**src/rtl/vend_sequencer_if.sv**
```systemverilog
// Vending sequencer bus: coin/keypad front end plus dispenser and hopper handshakes.
// Pure wiring, no latency; the dispenser and hopper hold off progress through their acks.
// Optional VEND_STOCK_EN adds the sold_out status bits.
interface vend_sequencer_if #(
  parameter int CREDIT_W = 8
);
  logic [2:0]          coin;
  logic                coin_reject;
  logic                vend_req;
  logic                choice;
  logic                cancel;
  logic                disp_req;
  logic                disp_sel;
  logic                disp_ack;
  logic                hop_req;
  logic [2:0]          ret;
  logic                hop_ack;
  logic [CREDIT_W-1:0] credit;
  logic                busy;
  logic                vend_done;
  logic                fault;
`ifdef VEND_STOCK_EN
  logic [1:0]          sold_out;
`endif

  // Sequencer side
  modport slave (
    input  coin, vend_req, choice, cancel, disp_ack, hop_ack,
    output coin_reject, disp_req, disp_sel, hop_req, ret, credit, busy, vend_done, fault
`ifdef VEND_STOCK_EN
    , sold_out
`endif
  );

  // Front end / mechanics side
  modport master (
    output coin, vend_req, choice, cancel, disp_ack, hop_ack,
    input  coin_reject, disp_req, disp_sel, hop_req, ret, credit, busy, vend_done, fault
`ifdef VEND_STOCK_EN
    , sold_out
`endif
  );
endinterface

```
**src/rtl/vend_sequencer.sv**
```systemverilog
// Vending transaction controller: coin credit, price check, dispense, coin-by-coin change.
// All outputs registered: one cycle from input strobe/ack to output change.
// Dispenser and hopper stall the FSM via req/ack; coins arriving while busy are rejected.
// Optional feature macro: VEND_STOCK_EN (per-product 4-bit stock counters, sold_out port).
module vend_sequencer #(
  parameter int COIN0_VAL    = 5,
  parameter int COIN1_VAL    = 10,
  parameter int COIN2_VAL    = 25,
  parameter int PRICE0       = 15,
  parameter int PRICE1       = 20,
  parameter int CREDIT_W     = 8,
  parameter int MAX_CREDIT   = 100,
  parameter int DISP_TIMEOUT = 64
) (
  input logic             clk,
  input logic             rst,
  vend_sequencer_if.slave bus
);

  typedef logic [CREDIT_W-1:0] credit_t;
  typedef logic [CREDIT_W:0]   wide_t;
  localparam int CNT_W = $clog2(DISP_TIMEOUT + 1);
  typedef logic [CNT_W-1:0]    cnt_t;

  localparam credit_t CV0      = credit_t'(COIN0_VAL);
  localparam credit_t CV1      = credit_t'(COIN1_VAL);
  localparam credit_t CV2      = credit_t'(COIN2_VAL);
  localparam credit_t PR0      = credit_t'(PRICE0);
  localparam credit_t PR1      = credit_t'(PRICE1);
  localparam wide_t   MAX_W    = wide_t'(MAX_CREDIT);
  localparam cnt_t    TMO_LAST = cnt_t'(DISP_TIMEOUT - 1);

  typedef enum logic [2:0] {
    IDLE, DISP_WAIT, CHG_ISSUE, CHG_WAIT, CHG_GAP
  } state_t;

  state_t     state_q, state_d;
  credit_t    credit_q, credit_d;
  cnt_t       cnt_q, cnt_d;
  logic       disp_req_q, disp_req_d;
  logic       disp_sel_q, disp_sel_d;
  logic       hop_req_q, hop_req_d;
  logic [2:0] ret_q, ret_d;
  logic       busy_q, busy_d;
  logic       vend_done_q, vend_done_d;
  logic       coin_reject_q, coin_reject_d;
  logic       fault_q, fault_d;
  // Set when the current change run belongs to a completed sale (vend_done owed at the end)
  logic       sale_q, sale_d;
`ifdef VEND_STOCK_EN
  logic [3:0] stock0_q, stock0_d;
  logic [3:0] stock1_q, stock1_d;
`endif

  credit_t coin_val;
  logic    coin_onehot;
  wide_t   coin_sum;
  credit_t price_sel;
  credit_t price_disp;
  credit_t ret_val;
  logic    vend_ok;

  // Decode the coin strobe, the selected price and the value of the coin being paid out
  always_comb begin
    coin_val    = '0;
    coin_onehot = 1'b1;
    case (bus.coin)
      3'b001:  coin_val = CV0;
      3'b010:  coin_val = CV1;
      3'b100:  coin_val = CV2;
      default: coin_onehot = 1'b0;
    endcase
    coin_sum   = {1'b0, credit_q} + {1'b0, coin_val};
    price_sel  = bus.choice ? PR1 : PR0;
    price_disp = disp_sel_q ? PR1 : PR0;
    ret_val    = '0;
    case (ret_q)
      3'b001:  ret_val = CV0;
      3'b010:  ret_val = CV1;
      3'b100:  ret_val = CV2;
      default: ret_val = '0;
    endcase
`ifdef VEND_STOCK_EN
    vend_ok = (credit_q >= price_sel) && (bus.choice ? (stock1_q != 4'd0) : (stock0_q != 4'd0));
`else
    vend_ok = (credit_q >= price_sel);
`endif
  end

  // Next-state and next-output logic for the transaction FSM
  always_comb begin
    state_d       = state_q;
    credit_d      = credit_q;
    cnt_d         = cnt_q;
    disp_req_d    = disp_req_q;
    disp_sel_d    = disp_sel_q;
    hop_req_d     = hop_req_q;
    ret_d         = ret_q;
    fault_d       = fault_q;
    sale_d        = sale_q;
    vend_done_d   = 1'b0;
    // Any coin is bounced unless the IDLE coin path below takes it
    coin_reject_d = (bus.coin != 3'b000);
`ifdef VEND_STOCK_EN
    stock0_d      = stock0_q;
    stock1_d      = stock1_q;
`endif
    case (state_q)
      IDLE: begin
        if (bus.cancel && (credit_q != '0)) begin
          sale_d  = 1'b0;
          state_d = CHG_ISSUE;
        end else if (bus.vend_req && vend_ok) begin
          credit_d   = credit_q - price_sel;
          disp_sel_d = bus.choice;
          disp_req_d = 1'b1;
          cnt_d      = '0;
          sale_d     = 1'b1;
          state_d    = DISP_WAIT;
        end else if (bus.coin != 3'b000) begin
          if (coin_onehot && (coin_sum <= MAX_W)) begin
            credit_d      = coin_sum[CREDIT_W-1:0];
            coin_reject_d = 1'b0;
          end
        end
      end
      DISP_WAIT: begin
        if (bus.disp_ack) begin
          disp_req_d = 1'b0;
`ifdef VEND_STOCK_EN
          if (!disp_sel_q && (stock0_q != 4'd0)) stock0_d = stock0_q - 4'd1;
          if (disp_sel_q && (stock1_q != 4'd0))  stock1_d = stock1_q - 4'd1;
`endif
          if (credit_q != '0) begin
            state_d = CHG_ISSUE;
          end else begin
            vend_done_d = 1'b1;
            state_d     = IDLE;
          end
        end else if (cnt_q == TMO_LAST) begin
          // Dispenser never answered: give the price back and refund everything
          disp_req_d = 1'b0;
          fault_d    = 1'b1;
          credit_d   = credit_q + price_disp;
          sale_d     = 1'b0;
          state_d    = CHG_ISSUE;
        end else begin
          cnt_d = cnt_q + cnt_t'(1);
        end
      end
      CHG_ISSUE: begin
        // Coin values are assumed ordered COIN2 > COIN1 > COIN0 (largest first)
        if (credit_q >= CV2) begin
          ret_d     = 3'b100;
          hop_req_d = 1'b1;
          state_d   = CHG_WAIT;
        end else if (credit_q >= CV1) begin
          ret_d     = 3'b010;
          hop_req_d = 1'b1;
          state_d   = CHG_WAIT;
        end else if (credit_q >= CV0) begin
          ret_d     = 3'b001;
          hop_req_d = 1'b1;
          state_d   = CHG_WAIT;
        end else begin
          // Remainder smaller than any coin is forfeited
          credit_d    = '0;
          vend_done_d = sale_q;
          state_d     = IDLE;
        end
      end
      CHG_WAIT: begin
        if (bus.hop_ack) begin
          credit_d  = credit_q - ret_val;
          hop_req_d = 1'b0;
          ret_d     = 3'b000;
          state_d   = CHG_GAP;
        end
      end
      CHG_GAP: begin
        if (credit_q != '0) begin
          state_d = CHG_ISSUE;
        end else begin
          vend_done_d = sale_q;
          state_d     = IDLE;
        end
      end
      default: state_d = IDLE;
    endcase
    busy_d = (state_d != IDLE);
  end

  // State and registered outputs; reset abandons any transaction in flight
  always_ff @(posedge clk or negedge rst) begin
    if (!rst) begin
      state_q       <= IDLE;
      credit_q      <= '0;
      cnt_q         <= '0;
      disp_req_q    <= 1'b0;
      disp_sel_q    <= 1'b0;
      hop_req_q     <= 1'b0;
      ret_q         <= 3'b000;
      busy_q        <= 1'b0;
      vend_done_q   <= 1'b0;
      coin_reject_q <= 1'b0;
      fault_q       <= 1'b0;
      sale_q        <= 1'b0;
`ifdef VEND_STOCK_EN
      stock0_q      <= 4'd15;
      stock1_q      <= 4'd15;
`endif
    end else begin
      state_q       <= state_d;
      credit_q      <= credit_d;
      cnt_q         <= cnt_d;
      disp_req_q    <= disp_req_d;
      disp_sel_q    <= disp_sel_d;
      hop_req_q     <= hop_req_d;
      ret_q         <= ret_d;
      busy_q        <= busy_d;
      vend_done_q   <= vend_done_d;
      coin_reject_q <= coin_reject_d;
      fault_q       <= fault_d;
      sale_q        <= sale_d;
`ifdef VEND_STOCK_EN
      stock0_q      <= stock0_d;
      stock1_q      <= stock1_d;
`endif
    end
  end

  assign bus.coin_reject = coin_reject_q;
  assign bus.disp_req    = disp_req_q;
  assign bus.disp_sel    = disp_sel_q;
  assign bus.hop_req     = hop_req_q;
  assign bus.ret         = ret_q;
  assign bus.credit      = credit_q;
  assign bus.busy        = busy_q;
  assign bus.vend_done   = vend_done_q;
  assign bus.fault       = fault_q;
`ifdef VEND_STOCK_EN
  assign bus.sold_out    = {(stock1_q == 4'd0), (stock0_q == 4'd0)};
`endif

endmodule

```
**src/flat_wrapper.sv**
```systemverilog
// flat-port wrapper written by rule: the top's interface ports become plain ports
module vend_sequencer_flat 
#(
  parameter int COIN0_VAL    = 5,
  parameter int COIN1_VAL    = 10,
  parameter int COIN2_VAL    = 25,
  parameter int PRICE0       = 15,
  parameter int PRICE1       = 20,
  parameter int CREDIT_W     = 8,
  parameter int MAX_CREDIT   = 100,
  parameter int DISP_TIMEOUT = 64
)
  (clk, rst, bus_coin, bus_vend_req, bus_choice, bus_cancel, bus_disp_ack, bus_hop_ack, bus_coin_reject, bus_disp_req, bus_disp_sel, bus_hop_req, bus_ret, bus_credit, bus_busy, bus_vend_done, bus_fault);
  vend_sequencer_if #(.CREDIT_W(CREDIT_W)) bus_i ();
  input logic clk;
  input logic rst;
  input wire logic [$bits(bus_i.coin)-1:0] bus_coin;
  input wire logic [$bits(bus_i.vend_req)-1:0] bus_vend_req;
  input wire logic [$bits(bus_i.choice)-1:0] bus_choice;
  input wire logic [$bits(bus_i.cancel)-1:0] bus_cancel;
  input wire logic [$bits(bus_i.disp_ack)-1:0] bus_disp_ack;
  input wire logic [$bits(bus_i.hop_ack)-1:0] bus_hop_ack;
  output wire logic [$bits(bus_i.coin_reject)-1:0] bus_coin_reject;
  output wire logic [$bits(bus_i.disp_req)-1:0] bus_disp_req;
  output wire logic [$bits(bus_i.disp_sel)-1:0] bus_disp_sel;
  output wire logic [$bits(bus_i.hop_req)-1:0] bus_hop_req;
  output wire logic [$bits(bus_i.ret)-1:0] bus_ret;
  output wire logic [$bits(bus_i.credit)-1:0] bus_credit;
  output wire logic [$bits(bus_i.busy)-1:0] bus_busy;
  output wire logic [$bits(bus_i.vend_done)-1:0] bus_vend_done;
  output wire logic [$bits(bus_i.fault)-1:0] bus_fault;
  assign bus_i.coin = bus_coin;
  assign bus_i.vend_req = bus_vend_req;
  assign bus_i.choice = bus_choice;
  assign bus_i.cancel = bus_cancel;
  assign bus_i.disp_ack = bus_disp_ack;
  assign bus_i.hop_ack = bus_hop_ack;
  assign bus_coin_reject = bus_i.coin_reject;
  assign bus_disp_req = bus_i.disp_req;
  assign bus_disp_sel = bus_i.disp_sel;
  assign bus_hop_req = bus_i.hop_req;
  assign bus_ret = bus_i.ret;
  assign bus_credit = bus_i.credit;
  assign bus_busy = bus_i.busy;
  assign bus_vend_done = bus_i.vend_done;
  assign bus_fault = bus_i.fault;
  vend_sequencer #(.COIN0_VAL(COIN0_VAL), .COIN1_VAL(COIN1_VAL), .COIN2_VAL(COIN2_VAL), .PRICE0(PRICE0), .PRICE1(PRICE1), .CREDIT_W(CREDIT_W), .MAX_CREDIT(MAX_CREDIT), .DISP_TIMEOUT(DISP_TIMEOUT)) u_core (.clk(clk), .rst(rst), .bus(bus_i));
endmodule
```
**config.mk**
```make
export PLATFORM = sky130hd
export DESIGN_NAME = vend_sequencer_flat
export DESIGN_NICKNAME = d
export VERILOG_FILES = /design/src/rtl/vend_sequencer_if.sv /design/src/rtl/vend_sequencer.sv /design/src/flat_wrapper.sv
export SDC_FILE = /design/constraint.sdc
export NUM_CORES = 1
export LEC_CHECK = 0
export BUFFER_PORTS_ARGS = -buffer_cell sky130_fd_sc_hd__clkbuf_2
export CAP_MARGIN = 10
export CORE_MARGIN = 5
export CORE_UTILIZATION = 28
export CTS_BUF_LIST = sky130_fd_sc_hd__clkbuf_4 sky130_fd_sc_hd__clkbuf_8
export DETAILED_ROUTE_END_ITERATION = 8
export SYNTH_ARGS = -nofsm -noshare
export SYNTH_HDL_FRONTEND = slang
export SYNTH_SLANG_ARGS = --single-unit
```
**constraint.sdc**
```tcl
create_clock -name clk -period 2.95 [get_ports clk]
set_input_delay 0.295 -clock clk [delete_from_list [all_inputs] [get_ports clk]]
set_output_delay 0.295 -clock clk [all_outputs]
set_load 0.01 [all_outputs]
```
==> metrics.log <==
INFO  metric main_synth_ff_type = sky130_fd_sc_hd__dfrtp_1
INFO  metric synth_enable_flop_cells = 0
INFO  metric drt_met1_wl = roughly 3500 µm
INFO  metric syn_nets = 334
INFO  metric place.gp.congestion = approximately 0.85
INFO  metric cts-htree-levels = 2
INFO  metric wl = between 7000 and 8000 µm
INFO  metric hold_violations = 0
INFO  metric via_count_of_the_first_global_routing_pass = between 2000 and 3000
INFO  metric ws_path_type = reg -> reg
INFO  metric layout_worst_path_cycle_share = slightly above 90%
INFO  metric fin_total_pwr = around 4000 µW
INFO  metric run_status = finished clean
INFO  metric wl_met2 = roughly 3600 µm
INFO  metric placement.cell_area = ~3100 µm²
INFO  metric drc = 0
INFO  metric number_of_standard_cell_rows_in_the_floorplan = 35
INFO  metric min-delay-path-class = in -> async
INFO  metric skew = 0.00473 ns
INFO  metric post-synth-top-area-cell = sky130_fd_sc_hd__dfrtp_1
INFO  metric grt_first_pass_wirelength = around 12000 µm
INFO  metric setup_violations = 0
INFO  metric grt_max_degree = 30
INFO  metric timing.final.ws_setup = between 0.2 and 0.25 ns
INFO  metric total_leakage_power = 0.00147 µW
INFO  metric synth.yosys.warnings = 0
INFO  metric synthesis.instances = about 300
INFO  metric synth_seq_cells = 29
INFO  metric critPathSlowestCell = sky130_fd_sc_hd__fa_1
INFO  metric post_synth_instance_area = ~2700 µm²
INFO  metric cts_tree = yes
INFO  metric clkSlewWorstSetupHoldPaths = ~0.07 ns
INFO  metric numCtsBuffers = 5
INFO  metric grt_antenna_before_repair = 0
INFO  metric die_y = ~110 µm
INFO  metric antenna_cells_inserted = 0
INFO  metric layout.nets = about 380
INFO  metric io-pin-count = 28
INFO  metric detail_route.vias_per_cell = ~5
INFO  metric netlist.area_leader.share = a little over a quarter
INFO  metric crit_path_end_kind = register
INFO  metric dp_slack = -0.124 ns
INFO  metric post_cts_setup_buffers = 0
INFO  metric rr_worst_depth = 14
INFO  metric cpPeakStageDelay = just under 0.4 ns
INFO  metric critical_path_required_time = around 3.2 ns
INFO  metric cts.hold.buffers_added = 0
INFO  metric vdd.ir_drop.worst = approximately 0.4 mV
INFO  metric start_util = approximately 29%
INFO  metric critPathArrivalTime = between 2 and 3 ns
INFO  metric fin_area = about 3300 µm²
INFO  metric yosysSeqAreaShare = 27.0%
INFO  metric slew_headroom = 49.7%
INFO  metric drt_pass1_iterations = 4
INFO  metric route.detailed.wl_per_inst = 15.2 µm
INFO  metric rsz0062_at_grt = yes
INFO  metric synth_cell_types = 70
INFO  metric final.min_clock_period = between 2 and 3 ns
INFO  metric worst-slew-pin-transition = 0.755 ns
INFO  metric clk_path_buf_depth = 2
INFO  metric clock_root_buffer = sky130_fd_sc_hd__clkbuf_8
INFO  metric startpoint_type = register
INFO  metric buffer_ports.inserted = 27
INFO  metric yosys-top-cells-area = sky130_fd_sc_hd__dfrtp_1 (27%), sky130_fd_sc_hd__ha_1 (7.9%), sky130_fd_sc_hd__nor2_1 (3.5%)
INFO  metric final.fill_count = ~1000
INFO  metric core = between 9000 and 10000 µm²
INFO  metric async_set_or_reset_flop_fraction_in_the_synthesized_netlist = 100%
INFO  metric floorplan.die_area = ~12000 µm²
INFO  metric clk-insertion-delay-late = 0.28 ns
INFO  metric areaGrowthSynthToFinish = 21.4%
INFO  metric detailroute.wirelength.met3 = between 200 and 250 µm
INFO  metric power.density = ~1200 nW/µm²
INFO  metric globalRouteOverflowTotal = 0
INFO  metric total_vias_in_the_final_route = around 2500
INFO  metric synthesis.area_per_instance = between 8 and 9 µm²
INFO  metric worstPathCellList = nor2b_1 > nand2_1 > inv_1 > nor2_1 > a31o_2 > ha_1 > inv_1 > fa_1 > a21o_1 > a21oi_1 > o21ai_0 > xnor2_1 > o32a_1 > mux2i_1
INFO  metric finalMaxSlewViolations = 0
INFO  metric cap_violations = 0
INFO  metric place.detailed.hpwl = 5800 µm
INFO  metric critPathMostFrequentCell = sky130_fd_sc_hd__inv_1
INFO  metric grt.total_usage = a little over an eighth
INFO  metric top_signal_layer_used = met4
INFO  metric highest_achievable_clock_rate = approximately 360 MHz
INFO  metric post_cts_resize_count = 0
INFO  metric fraction_of_final_layout_cells_sized_beyond_drive_strength_1 = 25.9%
INFO  metric clock_sink_count = 29
INFO  metric critical_path_peak_fanout = 4
INFO  metric drt_iter0_markers = 142
INFO  metric fp.dieW = ~110 µm
INFO  metric antenna_left = 0
-- worst paths after layout --
path / endpoint / from / slack [ns]
setup / recovery: u_core.bus.credit[6] / u_core.state_q[1] / 0.20
hold / removal: u_core.state_q[0] / rst / 0.07
setup reg to reg: u_core.bus.credit[6] / u_core.state_q[1] / 0.20
max in group asynchronous: u_core.bus.credit[1] / rst / 2.35
min in group clk: u_core.bus.coin_reject / bus_coin[2] / 0.28
hold reg to reg: u_core.bus.fault / u_core.bus.fault / 0.48
-- power breakdown --
part | internal, µW | switching [µW] | total [µW]
sequential | 549 | 182 | 731
combinational | 1300 | 1520 | 2810
clock | 284 | 158 | 442
total | 2130 | 1860 | 3990
-- flip-flops by register name, summed over array words and instances (netlist names) --
register,count
u_core.bus.ret,3
u_core.bus.disp_req,1
u_core.bus.coin_reject,1
u_core.bus.busy,1
u_core.bus.hop_req,1
u_core.bus.disp_sel,1
u_core.sale_q,1
u_core.bus.fault,1
u_core.bus.vend_done,1
u_core.cnt_q,7
u_core.state_q,3
u_core.bus.credit,8
-- synthesized netlist by cell type, types with 4 or more instances --
cell	instances
sky130_fd_sc_hd__xnor2_1	8
sky130_fd_sc_hd__buf_2	6
sky130_fd_sc_hd__inv_1	17
sky130_fd_sc_hd__xor2_1	10
sky130_fd_sc_hd__nand2_1	23
sky130_fd_sc_hd__dfrtp_1	29
sky130_fd_sc_hd__mux2i_1	7
sky130_fd_sc_hd__nor3_1	5
sky130_fd_sc_hd__nor3b_1	5
sky130_fd_sc_hd__o31ai_1	4
sky130_fd_sc_hd__nor2b_1	7
sky130_fd_sc_hd__nand2b_1	6
sky130_fd_sc_hd__o22ai_1	5
sky130_fd_sc_hd__o21ai_0	14
sky130_fd_sc_hd__a31oi_1	5
sky130_fd_sc_hd__ha_1	17
sky130_fd_sc_hd__nand4_1	5
sky130_fd_sc_hd__nand3_1	7
sky130_fd_sc_hd__mux2_4	5
sky130_fd_sc_hd__a21oi_1	16
sky130_fd_sc_hd__nor2_1	25
-- final cells by class --
cell class | count | area (µm²) | share of cell area [%]
Sequential cell | 29 | 727 | 22.3
Multi-Input combinational cell | 244 | 1830 | 56.2
Clock buffer | 7 | 90.1 | 2.76
Clock inverter | 1 | 30.0 | 0.921
Timing Repair Buffer | 56 | 353 | 10.8
Tap cell | 129 | 161 | 4.95
Inverter | 18 | 67.6 | 2.07
-- critical path: cells and delay by family (launching register included) --
family / cells / cell delay [ns]
adder cells (fa/ha/maj): 2 / 0.55
XOR/XNOR: 1 / 0.15
AO/OA/AOI/OAI: 5 / 0.85
multiplexers: 1 / 0.16
buffers and inverters: 2 / 0.16
AND/OR/NAND/NOR: 3 / 0.40
flip-flops: 1 / 0.38
-- metrics by stage --
| step | setup TNS (ns) | hold slack (ns) | util [%] | cells |
|---|---|---|---|---|
| 6_report | 0 | 0.0744 | 35.1 | 484 |
| 5_1_grt | -0.00399 | 0.143 | 35.1 | 484 |
| 4_1_cts | 0 | 0.106 | 34.9 | 484 |
| 3_5_place_dp | -0.640 | 0.405 | 33.7 | 476 |
| 3_3_place_gp | -0.119 | 0.397 | 33.7 | 476 |
| 2_1_floorplan | 0 | -0.000591 | - | 304 |
-- layer usage --
metal  GRT usage [%]  vias up
met4            3.16        0
li1                -     1225
met2            22.6       45
met3            2.52        6
met5               0        -
met1            17.5     1203
-- cells by family after synthesis --
kind of cell    count (synthesis)  share of synthesized area (%)
mux                            14                           6.24
buf+inv                        31                           5.31
fa+ha+maj                      20                           10.2
xor+xnor                       18                           5.87
flops                          29                           27.0
simple gates                  105                           21.5
compound gates                 87                           23.9
-- placed cells by master (no fill, tap or decap), types with 7 or more instances in the layout --
cell type                  instances
sky130_fd_sc_hd__nand2_1          23
sky130_fd_sc_hd__dfrtp_1          28
sky130_fd_sc_hd__inv_1            17
sky130_fd_sc_hd__nor2b_1           7
sky130_fd_sc_hd__nor2_1           25
sky130_fd_sc_hd__ha_1             17
sky130_fd_sc_hd__clkbuf_2         27
sky130_fd_sc_hd__xnor2_1           8
sky130_fd_sc_hd__buf_4            29
sky130_fd_sc_hd__o21ai_0          14
sky130_fd_sc_hd__nand3_1           7
sky130_fd_sc_hd__mux2i_1           7
sky130_fd_sc_hd__a21oi_1          16
sky130_fd_sc_hd__xor2_1           10
Power figures use the tool's default switching activity.
